[src/rtl/mac_array_seq.sv]
// mac_array_seq: sequencer feeding one mac_array instance.
// Per job it loads the weights, lets the skewed load settle, arms the
// array, streams the activation vectors, and then waits for the array's
// output-valid pulses before it pulses done.
// Optional feature: define MAC_SEQ_WATCHDOG_EN to enable a drain-phase
// watchdog. It sets err[1] after TIMEOUT cycles in DRAIN. When the macro
// is undefined, DRAIN waits indefinitely and err[1] stays 0.

module mac_array_seq #(
  parameter int bw      = 2,
  parameter int row     = 2,
  parameter int col     = 2,
  parameter int nij_bw  = 8,
  parameter int TIMEOUT = 256
) (
  input  logic                  clk,
  input  logic                  reset,
  input  logic                  start,
  input  logic                  mode,
  input  logic [nij_bw-1:0]     nij,
  input  logic [row*bw*2-1:0]   wt_data,
  input  logic                  wt_valid,
  output logic                  wt_ready,
  input  logic [row*bw*2-1:0]   act_data,
  input  logic                  act_valid,
  output logic                  act_ready,
  output logic [2:0]            inst_w,
  output logic [row*bw*2-1:0]   in_w,
  input  logic [col-1:0]        valid,
  output logic                  busy,
  output logic                  done,
  output logic [1:0]            err
);

  localparam int WCW = $clog2(2*col + 1);
  localparam int FCW = (row > 1) ? $clog2(row + 1) : 1;

  typedef enum logic [2:0] {
    S_IDLE,
    S_LOAD,
    S_FLUSH,
    S_ARM,
    S_STREAM,
    S_DRAIN,
    S_DONE
  } state_t;

  state_t              state;
  logic                mode_r;
  logic [nij_bw-1:0]   nij_r;
  logic [WCW-1:0]      wcnt;
  logic [FCW-1:0]      fcnt;
  logic [nij_bw-1:0]   scnt;
  logic [nij_bw-1:0]   out_cnt;
  logic [nij_bw-1:0]   out_cnt_nxt;
  logic [1:0]          err_r;
  logic [WCW-1:0]      wl;
  logic                counting;
  logic                unused_ok;

`ifdef MAC_SEQ_WATCHDOG_EN
  localparam int DCW = $clog2(TIMEOUT + 1);
  logic [DCW-1:0]      dcnt;
  assign unused_ok = ^valid;
`else
  assign unused_ok = ^{valid, TIMEOUT > 0};
`endif

  // Weight words per job: two passes of the columns in 2-bit mode, one in 4-bit mode.
  assign wl = mode_r ? WCW'(col) : WCW'(2*col);

  // Output pulses are counted from the ARM cycle through DRAIN.
  assign counting = (state == S_ARM) || (state == S_STREAM) || (state == S_DRAIN);

  // Saturating count of array output-valid pulses seen on the last column.
  always_comb begin
    // NOTE: default first, so that every path assigns a value and no latch is inferred.
    out_cnt_nxt = out_cnt;
    if (counting && valid[col-1] && (out_cnt != nij_r)) begin
      out_cnt_nxt = out_cnt + 1'b1;
    end
  end

  // These are decoded directly from the state register, so no input reaches them combinationally.
  assign wt_ready  = (state == S_LOAD);
  assign act_ready = (state == S_STREAM);
  assign busy      = (state != S_IDLE);
  assign done      = (state == S_DONE);
  assign err       = err_r;

  // Job FSM. inst_w and in_w are registered, so the array sees each state's
  // action one cycle after that state's cycle.
  always_ff @(posedge clk) begin
    // NOTE: sequential state uses non-blocking assignments, so every register updates from pre-edge values.
    if (reset) begin
      state   <= S_IDLE;
      mode_r  <= 1'b0;
      nij_r   <= '0;
      wcnt    <= '0;
      fcnt    <= '0;
      scnt    <= '0;
      out_cnt <= '0;
      err_r   <= '0;
      inst_w  <= '0;
      in_w    <= '0;
`ifdef MAC_SEQ_WATCHDOG_EN
      dcnt    <= '0;
`endif
    end else begin
      inst_w  <= {mode_r, 2'b00};
      in_w    <= '0;
      out_cnt <= out_cnt_nxt;

      case (state)
        S_IDLE: begin
          inst_w <= '0;
          if (start) begin
            mode_r  <= mode;
            nij_r   <= nij;
            err_r   <= '0;
            wcnt    <= '0;
            fcnt    <= '0;
            scnt    <= '0;
            out_cnt <= '0;
`ifdef MAC_SEQ_WATCHDOG_EN
            dcnt    <= '0;
`endif
            state   <= S_LOAD;
          end
        end

        S_LOAD: begin
          // A missing word drops the load bit, so the array holds its weights.
          if (wt_valid) begin
            inst_w <= {mode_r, 2'b01};
            in_w   <= wt_data;
            if (wcnt == wl - 1'b1) begin
              wcnt  <= '0;
              state <= S_FLUSH;
            end else begin
              wcnt <= wcnt + 1'b1;
            end
          end
        end

        S_FLUSH: begin
          // Idle for row cycles so the skewed load reaches the last row.
          if (fcnt == FCW'(row - 1)) begin
            fcnt  <= '0;
            state <= S_ARM;
          end else begin
            fcnt <= fcnt + 1'b1;
          end
        end

        S_ARM: begin
          inst_w <= {mode_r, 2'b10};
          state  <= (nij_r == '0) ? S_DONE : S_STREAM;
        end

        S_STREAM: begin
          // The array cannot be stalled, so a missing vector becomes a zero vector and is flagged.
          if (act_valid) begin
            in_w <= act_data;
          end else begin
            err_r[0] <= 1'b1;
          end
          if (scnt == nij_r - 1'b1) begin
            scnt  <= '0;
            state <= S_DRAIN;
          end else begin
            scnt <= scnt + 1'b1;
          end
        end

        S_DRAIN: begin
          if (out_cnt_nxt == nij_r) begin
            state <= S_DONE;
          end
`ifdef MAC_SEQ_WATCHDOG_EN
          else if (dcnt == DCW'(TIMEOUT - 1)) begin
            err_r[1] <= 1'b1;
            state    <= S_DONE;
          end else begin
            dcnt <= dcnt + 1'b1;
          end
`endif
        end

        S_DONE: begin
          inst_w <= '0;
          state  <= S_IDLE;
        end

        default: begin
          state <= S_IDLE;
        end
      endcase
    end
  end

endmodule

[config.mk]
export PLATFORM = sky130hd
export DESIGN_NAME = mac_array_seq
export DESIGN_NICKNAME = d
export VERILOG_FILES = /design/src/rtl/mac_array_seq.sv
export SDC_FILE = /design/constraint.sdc
export NUM_CORES = 1
export LEC_CHECK = 0
export ABC_AREA = 1
export CAP_MARGIN = 20
export CELL_PAD_IN_SITES_DETAIL_PLACEMENT = 1
export CELL_PAD_IN_SITES_GLOBAL_PLACEMENT = 2
export CORE_MARGIN = 10
export CORE_UTILIZATION = 26
export CTS_CLUSTER_DIAMETER = 100
export CTS_CLUSTER_SIZE = 40
export DETAILED_ROUTE_END_ITERATION = 10
export GPL_ROUTABILITY_DRIVEN = 0
export PLACE_DENSITY = 0.75
export SKIP_CTS_REPAIR_TIMING = 1
export SLEW_MARGIN = 20
export SYNTH_ARGS = -nofsm -noshare
export SYNTH_HDL_FRONTEND = slang
export SYNTH_SLANG_ARGS = --single-unit
[constraint.sdc]
create_clock -name clk -period 1.6 [get_ports clk]
set_input_delay 0.32 -clock clk [delete_from_list [all_inputs] [get_ports clk]]
set_output_delay 0.32 -clock clk [all_outputs]
set_load 0.01 [all_outputs]
==> Word-level counts from Yosys, hierarchy flattened <==
Cells that the tools add are included.
{ "word_totals": {"register_bits": 45, "inputBits": 32, "output_inout_bits": 17, "wordCells": 81} }
{ "op_classes": {"addsub": 6, "eq_ne": 18, "muxes": 30, "reduce_logical": 17} }
{ "ops": {"columns": ["cell", "n"], "rows": [
  ["$mux 8", 7],
  ["$pmux 8 s2", 2],
  ["$mux 3", 10],
  ["$pmux 3 s6", 1],
  ["$add 8x1->8 const B", 2],
  ["$eq 8x8->1", 2],
  ["$eq 3x3->1 const B", 3],
  ["$pmux 3 s3", 1],
  ["$logic_not 8->1", 1],
  ["$ne 2x2->1 const B", 4],
  ["$ne 8x8->1", 1],
  ["$sub 8x1->8 const B", 1],
  ["$eq 3x2->1 const B", 2],
  ["$mux 2", 3],
  ["$ne 2x1->1 const B", 3],
  ["$pmux 3 s2", 1],
  ["$reduce_and 2->1", 3],
  ["$reduce_and 3->1", 2],
  ["$reduce_and 6->1", 1],
  ["$reduce_bool 2->1", 3],
  ["$pmux 2 s2", 1],
  ["$add 3x1->3 const B", 1],
  ["$eq 3x1->1 const B", 1],
  ["$eq 3x3->1", 1],
  ["10 further kinds", 14]
]} }

==> Depth between registers and ports, before layout <==
{ "depth": {"word_depth": 9, "mapped_depth": 17, "ltp_nobuf": 17} }

==> Least setup slack after synthesis <==
Ideal clock, no wire load.
{ "synth_path": {"kind": "register to register", "start": "register out_cnt[0]", "end": "register state[0]", "setup_time_ns": 0.115, "arrival_time_ns": 1.629, "required_time_ns": 1.485, "slack_ns": -0.144, "path_stages_with_launch": 15, "n_path_buf": 0, "synth_period_minus_slack_ns": 1.744, "cell_sequence": "dfxtp_1 -> ha_1 -> nand4_1 -> o21ai_0 -> nand2_1 -> inv_1 -> nand3_1 -> nand3_1 -> nand2_1 -> nor2_4 -> nand3_2 -> nand2_2 -> nand3_1 -> nand2_1 -> nor2_1"} }
{ "synth_between": {"elab_chain_cells": 6, "elab_cells_between_ends": 7, "cone_classes": "add/sub (1); eq/ne (3); mux (1); reduce/logical (2)"} }
{ "synth_lines": {"columns": ["element", "line", "text"], "rows": [
  ["from (decl)", "54", "logic [nij_bw-1:0] out_cnt;"],
  ["from (signal assigned)", "112", "out_cnt <= out_cnt_nxt;"],
  ["branches (longest 2 deep; another with $add 8x1->8)", null, null],
  ["$mux 8 (*)", "79", "if (counting && valid[col-1] && (out_cnt != nij_r)) begin"],
  ["$eq 8x8->1 (*)", "177", "if (out_cnt_nxt == nij_r) begin"],
  ["$ne 2x1->1 (no source line) (*)", null, null],
  ["$reduce_and 6->1 (no source line) (*)", null, null],
  ["to (signal assigned)", "158", "state <= (nij_r == '0) ? S_DONE : S_STREAM;"],
  ["to (decl)", "48", "state_t state;"]
]} }
Every way passes the cells marked *.
A chain may end at the register's enable or synchronous reset.

==> Final worst setup path <==
{ "layout_path": {"start": "register state[0]", "end": "register state[0]"} }
{ "layout_between": {"elab_chain_cells": 9, "elab_cells_between_ends": 20, "cone_classes": "eq/ne (12); mux (2); reduce/logical (6)"} }
{ "layout_lines": {"columns": ["element", "line", "text"], "rows": [
  ["$eq 3x2->1 or $eq 3x3->1 (tied branches)", "73, 114", null],
  ["$logic_or 1x1->1 (2 in a row)", "73", "assign counting = (state == S_ARM) || (state == S_STREAM) || (state == S_DRAIN);"],
  ["$logic_and 1x1->1 (2 in a row)", "79", null],
  ["$mux 8", "79", null],
  ["$eq 8x8->1", "177", null],
  ["$ne 2x1->1 (no source line)", null, null],
  ["$reduce_and 6->1 (no source line)", null, null]
]} }
Several ways; a longest one is shown, not always the timed one.

==> results_dict.tcl <==
set metrics [dict create \
    outcome "finished, violations left" \
    violations "setup timing" \
    critPathKind "reg2reg" \
    p_switching_uw 2460 \
    internal-power_uw 3510 \
    grt_pass1_wl_um 14900 \
    path_max_fanout 6 \
    synth-seq-area-share_pct 35.2 \
    cts_tree "yes" \
    start_kind "flip-flop" \
    die-area_mm2 0.0142 \
    cts.sinks 45 \
    grtUsageTotal_pct 12.5 \
    final_nets 547 \
    p_leak_uw 0.00198 \
    crit_required_ns 1.80 \
    grt_max_degree 22 \
    setup_ws_ns -0.351 \
    path_clk_slew_ns 0.10 \
    cts_max_level 2 \
    hold_violations 0 \
    die_x_um 119 \
    ant_nets 0 \
    wl_um 10100 \
    layout.cells.non_filler 644 \
    pwr_density_cell_mw_per_mm2 1260 \
    syn2layout_area_growth_pct 84.6 \
    pwr-share-seq_pct 23.9 \
    cp_data_arrival_time_ns 2.15 \
    setup_viol 30 \
    synthesis.area_mm2 0.00256 \
    first_pass_iters 4 \
    root_buffer "clkbuf_8" \
    diodes 0 \
    ys_async_sr_fraction_pct 0 \
    io_pins 49 \
    slew_viol_final 0 \
    max_freq_ghz 0.512 \
    synth_seq_cells 45 \
    drive_gt1_share_pct 49.5 \
    start_util_pct 26.4 \
    synth_area_per_cell_um2 7.05 \
    drt-wirelength-per-cell_um 15.7 \
    vias 2963 \
    clk_latency_ns 0.31 \
    p_comb_share_pct 60.0 \
    antenna_found_initial 0 \
    synth_warnings 0 \
    period_share_pct 122 \
    drcViolationCount 0 \
    drtIter0Drc 79 \
    dpl_cell_area_mm2 0.00379 \
    synth-main-ff-cell "dfxtp_1" \
    synth_cell_types 40 \
    syn-num-nets 400 \
    dpl.cell_count 614 \
    overflow 0 \
    die_y_um 119 \
    clockBufferDepth 2 \
    fin_area_mm2 0.00472 \
    vdd_ir_drop_max_mv 0.683 \
    skew_ns 0.0128 \
    min_path_type "reg2reg" \
    grt_pass1_vias 3132 \
    vias_per_cell 4.60 \
    fin_total_pwr_uw 5970 \
    core_mm2 0.00968 \
    hpwl_um 7200 \
    critPathCaptureType "flip-flop" \
    drv_cap 0 \
    switching_share_pct 41.2 \
    synth_edf_count 0 \
    syn_inst 363 \
    p_clk_share_pct 16.1 \
    rsz0062_at_grt "true" \
    portBuffers 46 \
    fin_crit_ns 1.95 \
    cts_made_buffers 5 \
    num_rows 36 \
]
## cell type report
| type | count | area [µm²] |
|---|---|---|
| multi-input cells | 263 | 1990 |
| fillers | 1129 | 4960 |
| repair buffers | 147 | 1310 |
| inverters | 47 | 195 |
| flip-flops and latches | 45 | 936 |
| clock buffers | 6 | 82.6 |
| clock inverters | 2 | 37.5 |
| repair inverters | 1 | 5.00 |
| well taps | 133 | 166 |
## flip-flops by register name, indices dropped and copies added (netlist names)
register,flops
nij_r,8
wcnt,3
inst_w,3
state,3
err,1
mode_r,1
fcnt,2
out_cnt,8
in_w,8
scnt,8
## metal layers
metal	wire length, µm	global-route usage [%]	part of all wire [%]
met5	0	0	0
met4	64	3.36	0.63
met3	441	3.35	4.4
met2	5400	22.2	53
met1	4190	14.4	42
## power groups by stage
stage / Sequential [µW] / Clock [µW] / Combinational (µW)
after global placement: 1410 / 0 / 2400
final: 1430 / 961 / 3590
after detailed placement: 1410 / 0 / 2460
after floorplan: 1410 / 0 / 1300
after global routing: 1440 / 1030 / 3880
after CTS: 1390 / 968 / 2480
## layout by cell type (no fill, tap or decap), types with 3 or more instances in the layout
| cell type | n |
|---|---|
| buf_4 | 81 |
| buf_6 | 19 |
| clkbuf_8 | 6 |
| dfxtp_1 | 33 |
| a21oi_1 | 10 |
| o21ai_2 | 10 |
| nor2_4 | 15 |
| o21ai_0 | 4 |
| nand2_2 | 11 |
| nand4_1 | 8 |
| nand2_1 | 54 |
| nand2_4 | 6 |
| inv_1 | 29 |
| inv_2 | 13 |
| nand3_2 | 14 |
| nand3_4 | 3 |
| clkdlybuf4s50_1 | 41 |
| a21oi_2 | 14 |
| nand3_1 | 20 |
| xnor2_2 | 3 |
| a211oi_2 | 3 |
| dfxtp_4 | 8 |
| nor4_1 | 3 |
| a22oi_1 | 8 |
| xor2_1 | 9 |
| dfxtp_2 | 4 |
| nor2_1 | 23 |
| ha_4 | 3 |
| nor3_1 | 3 |
| nor2_2 | 11 |
## metrics by stage
stage / utilization [%] / TNS, ns / worst slack, ns / hold WS [ns]
2_1_floorplan: - / -0.219 / -0.0722 / 0.418
3_3_place_gp: 39.2 / -4.33 / -0.455 / 0.434
3_5_place_dp: 39.2 / -5.69 / -0.537 / 0.437
4_1_cts: 40.4 / -7.88 / -0.548 / 0.450
5_1_grt: 48.8 / -6.29 / -0.493 / 0.488
6_report: 48.8 / -2.98 / -0.351 / 0.462
## synth_stat cells, drive strengths merged, types with 2 or more instances
cell type | count | area (µm²)
xor2 | 13 | 114
xnor2 | 5 | 43.8
a22oi | 8 | 60.1
nor4 | 4 | 31.3
o2111ai | 2 | 17.5
a211oi | 5 | 37.5
nand4 | 8 | 50.1
a21oi | 25 | 129
o21ai | 16 | 80.1
nand2 | 73 | 292
inv | 45 | 169
clkinv | 2 | 7.51
buf | 4 | 38.8
nor3 | 4 | 25.0
a31oi | 2 | 12.5
nand3 | 37 | 205
ha | 5 | 62.6
dfxtp | 45 | 901
clkbuf | 5 | 18.8
nor2 | 49 | 220
## critical path: stages (launching register included)
cell and delay, ns:
dfxtp_2 0.36, inv_2 0.06, nor3_4 0.22, nor2_4 0.11, nor2_8 0.18, nand2_4 0.10, buf_4 0.15, nand2_1 0.07
nand3_1 0.07, nand2_1 0.08, nor2_2 0.04, nand3_2 0.08, nand2_4 0.07, a21oi_1 0.19, nor2_1 0.08
## cell families (layout without fill, tap and decap cells)
family	after synthesis	in the layout	synth area share, %
DFF	45	45	35.2
AOI/OAI and AO/OA	60	60	13.7
and+or+nand+nor	178	179	33.1
adders and majority gates	5	5	2.45
xor gates and xnor gates	18	18	6.16
other	1	1	0.147
buffers and inverters	56	203	9.15
## final timing paths
kind	startpoint	end	slack (ns)	depth (start not counted)
setup reg to reg	state[0]	state[0]	-0.35	14
hold / removal	fcnt[1]	fcnt[1]	0.46	2
setup / recovery	state[0]	state[0]	-0.35	14
hold reg to reg	fcnt[1]	fcnt[1]	0.46	2
No activity file was read; power rests on OpenSTA's default activity.
